===== src/rtl/debounce_edge.sv =====
`default_nettype none
// ============================================================================
// Module   : debounce_edge
// Purpose  : Turns a raw, asynchronous, bouncing input (push-button or
//            switch) into a clean registered level plus single-cycle rise and
//            fall pulses. The input passes through a 2-FF synchronizer, a
//            debounce counter and a 4-state FSM.
// Ports    : Clk        - system clock, rising edge
//            Rst        - asynchronous reset, active-low
//            Btn_in     - raw asynchronous input, may bounce
//            Db_out     - debounced, registered level
//            Rise_pulse - 1-cycle pulse in the first cycle Db_out is 1
//            Fall_pulse - 1-cycle pulse in the first cycle Db_out is 0
//            Busy       - 1 while a new level is being qualified
//            Long_pulse - 1-cycle long-press pulse (0 unless enabled)
// Options  : define DEB_LONGPRESS_EN to build the long-press detector
// Revision : 1.0 - initial release
// ============================================================================
module debounce_edge #(
  parameter int DEBOUNCE_CYCLES = 50000,
  parameter int CNT_W           = 16,
  parameter int LONG_CYCLES     = 40000
) (
  input  logic Clk,
  input  logic Rst,
  input  logic Btn_in,
  output logic Db_out,
  output logic Rise_pulse,
  output logic Fall_pulse,
  output logic Busy,
  output logic Long_pulse
);

  typedef enum logic [1:0] {
    ST_STABLE_LO = 2'd0,
    ST_WAIT_HI   = 2'd1,
    ST_STABLE_HI = 2'd2,
    ST_WAIT_LO   = 2'd3
  } state_t;

  localparam logic [CNT_W-1:0] C_CNT_LAST = CNT_W'(DEBOUNCE_CYCLES - 1);
  localparam logic [CNT_W-1:0] C_CNT_ONE  = CNT_W'(1);

  logic             r_sync_q1;
  logic             r_sync_q2;
  state_t           r_state;
  logic [CNT_W-1:0] r_cnt;

  state_t           w_state_nx;
  logic [CNT_W-1:0] w_cnt_nx;
  logic             w_rise_nx;
  logic             w_fall_nx;
  logic             w_db_nx;
  logic             w_busy_nx;

  // Two-stage synchronizer; nothing downstream looks at Btn_in directly.
  always_ff @(posedge Clk or negedge Rst) begin
    if (!Rst) begin
      r_sync_q1 <= 1'b0;
      r_sync_q2 <= 1'b0;
    end else begin
      r_sync_q1 <= Btn_in;
      r_sync_q2 <= r_sync_q1;
    end
  end

  // Next-state logic. The counter is zero in both STABLE states and on
  // every exit from a WAIT state, so it can never run past C_CNT_LAST.
  always_comb begin
    w_state_nx = r_state;
    w_cnt_nx   = '0;
    w_rise_nx  = 1'b0;
    w_fall_nx  = 1'b0;
    case (r_state)
      ST_STABLE_LO: begin
        if (r_sync_q2) begin
          w_state_nx = ST_WAIT_HI;
          w_cnt_nx   = C_CNT_ONE;
        end
      end
      ST_WAIT_HI: begin
        if (!r_sync_q2) begin
          w_state_nx = ST_STABLE_LO;
        end else if (r_cnt == C_CNT_LAST) begin
          w_state_nx = ST_STABLE_HI;
          w_rise_nx  = 1'b1;
        end else begin
          w_cnt_nx = r_cnt + C_CNT_ONE;
        end
      end
      ST_STABLE_HI: begin
        if (!r_sync_q2) begin
          w_state_nx = ST_WAIT_LO;
          w_cnt_nx   = C_CNT_ONE;
        end
      end
      ST_WAIT_LO: begin
        if (r_sync_q2) begin
          w_state_nx = ST_STABLE_HI;
        end else if (r_cnt == C_CNT_LAST) begin
          w_state_nx = ST_STABLE_LO;
          w_fall_nx  = 1'b1;
        end else begin
          w_cnt_nx = r_cnt + C_CNT_ONE;
        end
      end
      default: begin
        w_state_nx = ST_STABLE_LO;
      end
    endcase
    // The debounced level is 1 exactly while the accepted level is high,
    // which includes the time spent qualifying a release.
    w_db_nx   = (w_state_nx == ST_STABLE_HI) || (w_state_nx == ST_WAIT_LO);
    w_busy_nx = (w_state_nx == ST_WAIT_HI) || (w_state_nx == ST_WAIT_LO);
  end

  always_ff @(posedge Clk or negedge Rst) begin
    if (!Rst) begin
      r_state    <= ST_STABLE_LO;
      r_cnt      <= '0;
      Db_out     <= 1'b0;
      Rise_pulse <= 1'b0;
      Fall_pulse <= 1'b0;
      Busy       <= 1'b0;
    end else begin
      r_state    <= w_state_nx;
      r_cnt      <= w_cnt_nx;
      Db_out     <= w_db_nx;
      Rise_pulse <= w_rise_nx;
      Fall_pulse <= w_fall_nx;
      Busy       <= w_busy_nx;
    end
  end

`ifdef DEB_LONGPRESS_EN
  localparam logic [CNT_W-1:0] C_LONG_LAST = CNT_W'(LONG_CYCLES - 1);

  logic [CNT_W-1:0] r_lcnt;
  logic             r_ldone;

  // Counts cycles spent holding high after the rise commit. r_ldone freezes
  // the counter once the pulse has fired so each press yields one pulse.
  always_ff @(posedge Clk or negedge Rst) begin
    if (!Rst) begin
      r_lcnt     <= '0;
      r_ldone    <= 1'b0;
      Long_pulse <= 1'b0;
    end else begin
      Long_pulse <= 1'b0;
      if ((r_state == ST_STABLE_HI) && r_sync_q2) begin
        if (!r_ldone) begin
          if (r_lcnt == C_LONG_LAST) begin
            Long_pulse <= 1'b1;
            r_ldone    <= 1'b1;
          end else begin
            r_lcnt <= r_lcnt + C_CNT_ONE;
          end
        end
      end else begin
        r_lcnt  <= '0;
        r_ldone <= 1'b0;
      end
    end
  end
`else
  // Long-press detector not built; LONG_CYCLES has no effect here.
  assign Long_pulse = 1'b0 & (LONG_CYCLES != 0);
`endif

endmodule
`default_nettype wire

===== config.mk =====
export PLATFORM = sky130hd
export DESIGN_NAME = debounce_edge
export DESIGN_NICKNAME = d
export VERILOG_FILES = /design/src/rtl/debounce_edge.sv
export SDC_FILE = /design/constraint.sdc
export NUM_CORES = 1
export LEC_CHECK = 0
export CORE_ASPECT_RATIO = 1.75
export CORE_UTILIZATION = 40
export DETAILED_ROUTE_END_ITERATION = 10
export SYNTH_ARGS = -nofsm -noshare
export SYNTH_HDL_FRONTEND = slang
export SYNTH_SLANG_ARGS = --single-unit

===== constraint.sdc =====
create_clock -name Clk -period 1.57 [get_ports Clk]
set_input_delay 0.314 -clock Clk [delete_from_list [all_inputs] [get_ports Clk]]
set_output_delay 0.314 -clock Clk [all_outputs]
set_load 0.02 [all_outputs]

; ---- Word-level counts from Yosys, hierarchy flattened
; Index checks and enable logic that the tools add are counted.
[classes]
addsub = 1
eq_ne = 7
n_mux = 18
n_reduce_logical = 3
[ops]
columns = op, n
row1 = $pmux W16 S4, 1
row2 = $mux W16, 3
row3 = $add A16 B1 Y16 const B, 1
row4 = $eq A16 B16 Y1 const B, 1
row5 = $mux W2, 6
row6 = $eq A2 B2 Y1 const B, 4
row7 = $pmux W2 S4, 1
row8 = $mux W1, 7
row9 = $eq A2 B1 Y1 const B, 2
row10 = $logic_not A2 Y1, 1
row11 = $logic_or A1 B1 Y1, 2
[word_totals]
ff_bits = 24
out_inout_bits = 5
elab_cells = 37

; ---- Longest topological paths before layout
; Gate-level depths: netlist of run 1.
[depth]
depth_word = 6
mapped_depth = 6
ltp_nobuf = 5

; ---- Least setup slack after synthesis of run 1
; OpenSTA, ideal clock, no wires.
[synth_timing]
path_kind = register to register
start = register r_cnt[5]
end = register r_cnt[0]
setup_time_ns = 0.141
arrival_ns = 1.237
t_required_ns = 1.429
path_slack_ns = 0.192
path_stages_with_launch = 5
path_buffers = 0
synth_period_minus_slack_ns = 1.378
cell_sequence = dfrtp_1 > nor4_2 > nand4_2 > and2_4 > a21boi_0
[synth_via]
elab_chain_len = 4
[synth_rtl]
columns = item, line
row1 = from (decl), 47  ; logic [CNT_W-1:0] r_cnt;
row2 = from (signal assigned), 127  ; r_cnt <= w_cnt_nx;
row3 = $eq A16 B16 Y1 (*), "84, 100"
row4 = $mux W16 (*), "84, 100"
row5 = "$mux W16, on equally long branches", "98, 82"
row6 = $pmux W16 S4 (*), 74  ; case (r_state)
row7 = via w_cnt_nx[0], 50  ; logic [CNT_W-1:0] w_cnt_nx;
; Mark *: on every way through the listed nets, which the timed path passes. The rest lies on a longest branch.

; ---- Worst setup path in the final report of run 1
[layout_timing]
start = register Fall_pulse
end = output port Fall_pulse
[layout_rtl]
columns = item, line
row1 = from (decl), 29  ; output logic Fall_pulse,
row2 = from (signal assigned), 130  ; Fall_pulse <= w_fall_nx;
; No word-level cell between the ends.

==> flow_results.org, run 1 <==
** Global routing
- The initial antenna violation count was 0.
- Overall global routing resource usage :: 15.4%
- Largest net degree at the start of global routing :: 24
- The via count of the first global-routing pass is 779.
- Summed over all layers, the global routing overflow is 0.
- Wire length of the first global-routing pass :: 3450 um

** Layout
- Of the cells placed in the final design, the portion with a size suffix greater than 1 is 24.1%.
- The area growth from synthesis to layout is 16.8%.
- Final core utilization :: 50.4%
- After the flow finishes, the layout carries non-filler instances totaling 138.
- # diodes :: 0
- After filler insertion, the fill cell instance count of the layout stands at 222.
- Nets@finish :: 117

** Yosys
- Counting flops with a built-in enable in the synthesized netlist gives 0.
- Dominant combinational cell family by area after synthesis :: simple AND/OR/NAND/NOR gates
- Sequential elements use 52.3% of the synthesized area.
- Leading post-synthesis cells by cell area :: sky130_fd_sc_hd__dfrtp_1 52%, sky130_fd_sc_hd__xnor2_1 9.5%, sky130_fd_sc_hd__nor2_1 5.8%
- Syn Inst Count :: 96
- Share of async-settable or async-resettable flops after synthesis :: 100%
- After synthesis, the netlist uses 24 different library cells.
- Leading cell type by number of instances after synthesis :: sky130_fd_sc_hd__dfrtp_1
- Top flip-flop cell by instance count after synthesis :: sky130_fd_sc_hd__dfrtp_1
- Area share of xor/xnor cells in the synthesized design :: 11.9%
- Top cell type by total area after synthesis :: sky130_fd_sc_hd__dfrtp_1
- Multiplexer share of the synthesized area :: 2.05%
- After synthesis, the mean cell area works out to 11.5 um2.
- Post-synthesis adder-cell area fraction :: 1.14%
- Counting every net in the synthesized netlist gives 100.
- Summed over its instances, the top area cell type makes up 52.3% of the synthesized netlist area.
- The synthesized netlist devotes 28.9% of its cell area to simple gates.
- Warnings, synthesis :: 0
- The commonest cells after synthesis are 23 x sky130_fd_sc_hd__dfrtp_1, 17 x sky130_fd_sc_hd__nor2_1, 12 x sky130_fd_sc_hd__xnor2_1.
- Post-synthesis cell area :: 1100 um2
- After synthesis the netlist holds a flip-flop and latch count of 23.
- Summing the areas of all compound-gate instances in the mapped netlist gives 0.682% of the synthesized area.

** Clock network
- Clock insertion delay at the later pin of the skew report :: 0.27 ns
- Postcts setup bufs :: 0
- Buffer depth of the longest clock path :: 2
- In this run the clock root is driven by a sky130_fd_sc_hd__clkbuf_8.
- Number of levels the H-tree was split into :: 1
- Clock tree from TritonCTS :: done
- After clock tree synthesis, the clock-pin slew on the worst setup and hold paths is 0.07 ns.
- Sinks on the clock net :: 23
- Count of hold-fix buffers inserted at cts :: 0
- Buffers inserted during clock tree synthesis total 3.

** Floorplan
- Placeable core region :: 2550 um2
- Once the floorplan was initialized, standard cells occupied 43.1% of the core.
- From bottom edge to top edge, the die measures 71.4 um.
- Number of primary I/O pins :: 8
- DIE AREA :: 2970 um2
- Measured along the x axis, the die boundary spans 41.7 um.
- Number of placement rows :: 24

** Timing
- Post-Route Setup TNS :: 0 ns
- Endpoints failing setup :: 0
- The final count of pins violating max slew came to 0.
- Worst hold-check slack :: 0.354 ns
- Final critical path time including I/O delays and setup :: 1.50 ns
- Setup repair after global routing left no endpoint under its margin.
- Of the available clock period, the critical path in the final layout requires 95.3%.
- Across the routed clock network, the largest skew measured is 0.00494 ns.
- Fmax :: 668 MHz
- Final hold violations :: 0

** Worst setup path
- The kind of cell with the highest combined delay along the critical path is buffers and inverters.
- For this design, the slowest cell found on the critical path is sky130_fd_sc_hd__clkdlybuf4s50_1.
- Number of cell instances on the worst register-to-register path :: 5
- STA puts the critical path data arrival time at 1.18 ns.
- In this run the worst path has a maximum fanout of 1.
- Crit start category :: flop
- Crit-path cells :: clkdlybuf4s50_1
- The number of buffers and inverters on the critical path is 1.
- STA puts the critical path data required time at 1.26 ns.
- The worst setup path is of the reg2out kind.
- Delay of the slowest cell on the worst path :: 0.60 ns
- In this run the number of cells on the critical path is 1.
- CP Capture Type :: output pin

** Place
- HPWL after detailed placement :: 1350 um
- Final Wtd Congestion :: 0.743
- Including well taps, the total number of placed cells is 134.
- Input and output buffers added on the ports amount to 6.

** Pwr
- Sum of internal, switching and leakage power :: 1.02 mW
- Maximum vdd ir drop :: 0.000620 V
- The analysis attributes to cell leakage a power of 0.522 nW.
- Power spread over the standard cell area amounts to 790 nW/um2.

** Detailed routing
- In the routed design, unresolved DRC markers number 0.
- Pre-Repair DR Iteration Count :: 4
- The detailed router finished its first iteration with 6 violations.
- The routed layout has 713 vias.
- For this block, the routed nets add up to 1840 um of wire.
- The count of nets left with antenna violations once routing finished came out at 0.
- In the final routed layout, each cell accounts on average for 13.3 um.
- Dividing the detail-routed via count by the number of cells gives 5.17.

** Run status
- Result of the run :: finished, final reports clean

** Worst hold path
- Hold WC Path Type :: reg2reg
- Worst hold path stage count :: 0

** Run
- The tool flagged a number of max-cap violations equal to 0.
cell type report:
cell class / instances / area, um2 / share of cell area [%]
well taps: 26 / 32.5 / 2.53
clock buffers: 3 / 41.3 / 3.21
flip-flops and latches: 23 / 576 / 44.7
repair buffers: 14 / 119 / 9.24
multi-input cells: 67 / 498 / 38.7
clock inverters: 1 / 5.00 / 0.389
inverters: 4 / 15.0 / 1.17
power breakdown:
part	leakage, nW	total, mW	switching (mW)	internal [mW]
Clock	0.0255	0.362	0.185	0.177
Sequential	0.312	0.606	0.00661	0.599
Combinational	0.184	0.0483	0.0287	0.0196
state kept, by name (all words and copies together), names as in the netlist:
name	count
r_sync_q1	1
Fall_pulse	1
Db_out	1
Rise_pulse	1
r_sync_q2	1
r_cnt	16
r_state	2
routing by layer:
layer	share of wire, %	wire (um)	GRT usage, %
met3	1.7	31	1.51
met4	3.4	63	9.68
met5	0	0	0
met2	50	919	26.0
met1	45	824	18.5
timing repair:
item | CTS | global route
gates resized for setup | 1 | 1
endpoints found under the setup margin | 1 | 3
hold endpoints to repair | 0 | 0
per-stage QoR:
step | cell area (um2) | setup slack [ns]
final | 1290 | 0.0731
after global routing | 1290 | 0.0194
after floorplan | 1100 | 0.192
after detailed placement | 1240 | 0.0860
after global placement | 1240 | 0.108
after CTS | 1280 | 0.0549
final timing paths:
kind | to | slack [ns] | start
hold / removal | r_sync_q2 | 0.35 | r_sync_q1
max in group asynchronous | r_cnt[14] | 0.95 | Rst
setup / recovery | Fall_pulse | 0.07 | Fall_pulse
setup reg to reg | r_cnt[14] | 0.11 | r_cnt[1]
min in group asynchronous | r_cnt[12] | 0.39 | Rst
hold reg to reg | r_sync_q2 | 0.35 | r_sync_q1
placed cells by master, fill, tap and decap left out, types with 2 or more instances in the layout:
| master | count |
|---|---|
| sky130_fd_sc_hd__nor3_1 | 4 |
| sky130_fd_sc_hd__nor2_1 | 17 |
| sky130_fd_sc_hd__nand2_1 | 2 |
| sky130_fd_sc_hd__nand3_1 | 5 |
| sky130_fd_sc_hd__clkbuf_8 | 3 |
| sky130_fd_sc_hd__mux2_2 | 2 |
| sky130_fd_sc_hd__xor2_1 | 3 |
| sky130_fd_sc_hd__dfrtp_1 | 23 |
| sky130_fd_sc_hd__inv_1 | 4 |
| sky130_fd_sc_hd__nand4_1 | 2 |
| sky130_fd_sc_hd__nor3b_1 | 2 |
| sky130_fd_sc_hd__nand4_2 | 3 |
| sky130_fd_sc_hd__xnor2_1 | 12 |
| sky130_fd_sc_hd__nor4_2 | 5 |
| sky130_fd_sc_hd__clkdlybuf4s50_1 | 5 |
| sky130_fd_sc_hd__buf_4 | 8 |
cell families (layout without fill, tap and decap cells):
kind of cell               after synthesis  after routing
xor gates and xnor gates                15             15
buffers and inverters                    6             22
other                                    1              1
muxes                                    2              2
DFF                                     23             23
adders and majority gates                1              1
AOI/OAI and AO/OA                        1              1
and+or+nand+nor                         47             47
Note: power is estimated with default switching activity, not from simulation.
==> run 2: changes to the inputs <==
--- a/config.mk
+++ b/config.mk
@@ -5,9 +5,11 @@
 export SDC_FILE = /design/constraint.sdc
 export NUM_CORES = 1
 export LEC_CHECK = 0
+export ABC_CLOCK_PERIOD_IN_PS = 1570
 export CORE_ASPECT_RATIO = 1.75
 export CORE_UTILIZATION = 40
 export DETAILED_ROUTE_END_ITERATION = 10
+export DONT_BUFFER_PORTS = 1
 export SYNTH_ARGS = -nofsm -noshare
 export SYNTH_HDL_FRONTEND = slang
 export SYNTH_SLANG_ARGS = --single-unit
==> flow_results.org, run 2 (synthesized netlist as in run 1, its figures left out) <==
** Layout
- Fraction of layout cells with a size suffix above 1 :: 27.8%
- The repair_antennas step left the layout with diodes totalling 0.
- Largest registers :: r_cnt x16, r_state x2
- At the end of the flow, the number of nets in the layout was 113.
- Most common library cell in the layout ignoring fill and taps :: sky130_fd_sc_hd__dfrtp_1
- Cell area after layout :: 1250 um2
- Once layout is complete, the cells apart from fillers number 134.
- The register with the most flip-flops in the layout has 16 of them.
- Final core utilization :: 49.2%
- Most frequent cells in the layout :: 23 x sky130_fd_sc_hd__dfrtp_1, 17 x sky130_fd_sc_hd__nor2_1, 12 x sky130_fd_sc_hd__xnor2_1, 9 x sky130_fd_sc_hd__buf_4, 5 x sky130_fd_sc_hd__nor4_2
- Counting flops per register, the top entry is r_cnt.
- Layout area overhead :: 14.0%
- Total of fill cells in the finished design :: 238

** Pwr
- Internal portion of total power :: 0.792 mW
- In this run, flip-flops and latches consume 59.7% of the power.
- In this run the static leakage power is 0.508 nW.
- Combinational logic burns 4.4% of the power.
- Switching portion of total power :: 21.9%
- Summed over all nets, the switching power comes to 0.222 mW.
- The clock network accounts for 35.9% of the total power.
- Maximum vdd ir drop :: 0.000667 V
- Power Density :: 808 nW/um2
- Total power for the finished layout comes to 1.01 mW.

** Clock network
- Clock tree synthesis inserted a total of 3 buffers.
- TritonCTS built the clock tree.
- The number of setup buffers added after CTS is 0.
- In this run the number of H-tree levels came out at 1.
- Clock-pin slew was measured on the worst setup and hold paths at 0.08 ns.
- The clock passes through at most 2 buffers.
- Sinks on the clock net :: 23
- In this run the clock root is driven by a sky130_fd_sc_hd__clkbuf_8.
- The later pin in the worst-skew pair is clocked with a latency of 0.26 ns.

** Global routing
- Entering global routing, the biggest net connects 24 pins.
- Overall global routing resource usage :: 14.0%
- The via count of the first global-routing pass came to 716.
- The first global-routing pass estimated 3220 um of wire.
- The initial antenna violation count came to 0.
- Overflow left after global routing :: 0

** Place
- Placement Cell Area :: 1190 um2
- HPWL after detailed placement :: 1330 um
- Timing analysis after detailed placement gives a worst setup slack of 0.121 ns.
- Once placement completed, the tool counted placed cells totaling 129.
- Final Wtd Congestion :: 0.783
- Buffers placed on the I/O ports in this run total 0.

** Timing
- Setup repair after global routing left no endpoint under its margin.
- Slack of the critical path :: 0.121 ns
- The tightest hold path in the finished design has a slack of 0.0726 ns.
- Count of final max-slew check failures :: 0
- Final critical path time including I/O delays and setup :: 1.45 ns
- Endpoints failing setup :: 0
- Based on the critical path, the design can be clocked at up to 690 MHz.
- In the final timing run, aggregate negative setup slack is 0 ns.
- Worst slew pin tran :: 1.03 ns
- Final worst path period share :: 92.3%
- Final worst clock skew :: 0.00188 ns
- Relative slew margins :: 31.2%
- Final hold violations :: 0

** Worst setup path
- Crit-path cells :: ha_2, and4_1, nand4_2, and2_4, a21boi_0
- Peak fanout along the critical path :: 5
- Arr. time, crit path :: 1.60 ns
- STA classifies the critical path endpoint as a flop.
- Req. time, crit path :: 1.72 ns
- Delay of the slowest cell on the worst path :: 0.39 ns
- Broken down by cell family, the worst path's largest delay share belongs to simple AND/OR/NAND/NOR gates.
- Cell type of the slowest stage on the worst timing path :: sky130_fd_sc_hd__dfrtp_1
- Crit start category :: flop
- CP Buf/Inv Count :: 0
- Category of the most critical setup path :: reg2reg

** Detailed routing
- In this run, the number of DRC markers left after iteration 0 of detailed routing was 5.
- Pre-Repair DR Iteration Count :: 2
- DRC violation count after routing :: 0
- Total via count in the routed design :: 697
- Vias per inst :: 5.20
- Routed WL :: 1880 um
- In the final routed layout, each cell accounts on average for 14.0 um.
- In this run the remaining antenna-violating nets after routing total 0.

** Floorplan
- The total area inside the core boundary comes to 2550 um2.
- Starting Density :: 43.1%
- In this run the horizontal extent of the chip is 41.7 um.
- Number of primary I/O pins :: 8
- The floorplan has 24 rows.
- The die covers 2970 um2.
- The die is 71.4 um tall.

** Worst hold path
- The min-delay analysis places its worst path in the category in2reg.

** Run
- The tool flagged a number of max-cap violations equal to 0.

** Run status
- Result of the run :: finished, final reports clean
==> run 2: changes by cell type in the layout (fill, tap and decap cells not counted) <==
cell | previous run | this run
sky130_fd_sc_hd__buf_4 | 8 | 9
sky130_fd_sc_hd__clkdlybuf4s50_1 | 5 | 0
sky130_fd_sc_hd__dlygate4sd2_1 | 1 | 0
sky130_fd_sc_hd__dlygate4sd3_1 | 0 | 1
sky130_fd_sc_hd__nand3_1 | 5 | 4
sky130_fd_sc_hd__nand3_2 | 1 | 2
sky130_fd_sc_hd__nor3_1 | 4 | 3
sky130_fd_sc_hd__nor3_2 | 0 | 1
==> run 2: power by group through the flow <==
stage | sequential, mW | combinational (mW) | clock (mW)
floorplan | 0.619 | 0.0197 | 0
global placement | 0.616 | 0.0316 | 0
detailed placement | 0.617 | 0.0320 | 0
CTS | 0.605 | 0.0458 | 0.368
global route | 0.606 | 0.0523 | 0.389
finish | 0.605 | 0.0450 | 0.364
==> run 2: repair_timing <==
| item | 4_1_cts | 5_1_grt |
|---|---|---|
| setup endpoints to repair | 0 | 2 |
| hold endpoints to repair | 23 | 0 |
| hold buffers | 1 | 0 |
| resized for setup | 0 | 3 |
==> run 2: final timing paths <==
kind	depth (start not counted)	slack, ns	endpoint	start
worst max-delay path	5	0.12	r_cnt[0]	r_cnt[1]
worst min-delay path	0	0.07	r_sync_q1	Btn_in
worst max register to register	5	0.12	r_cnt[0]	r_cnt[1]
worst min register to register	0	0.36	r_sync_q2	r_sync_q1
max in group asynchronous	1	0.28	Fall_pulse	Rst
min in group asynchronous	1	0.68	r_cnt[12]	Rst
==> run 2: worst register-to-register path, cell delays in order (launching register included) <==
cell                       delay, ns
sky130_fd_sc_hd__dfrtp_1        0.39
sky130_fd_sc_hd__ha_2           0.23
sky130_fd_sc_hd__and4_1         0.21
sky130_fd_sc_hd__nand4_2        0.18
sky130_fd_sc_hd__and2_4         0.21
sky130_fd_sc_hd__a21boi_0       0.11
==> run 2: layer usage <==
layer	track usage, %	vias up	part of all wire [%]
met1	17.2	335	43
met2	24.0	6	54
met3	2.52	4	1.5
li1	-	352	-
met5	0	-	0
met4	5.38	0	1.5
==> run 2: cell type report <==
| class | instances | area (um2) | area share (%) |
|---|---|---|---|
| Tap cell | 26 | 32.5 | 2.59 |
| Clock inverter | 1 | 5.00 | 0.399 |
| Multi-Input combinational cell | 67 | 508 | 40.5 |
| Timing Repair Buffer | 10 | 77.6 | 6.18 |
| Inverter | 4 | 15.0 | 1.20 |
| Clock buffer | 3 | 41.3 | 3.29 |
| Sequential cell | 23 | 576 | 45.9 |
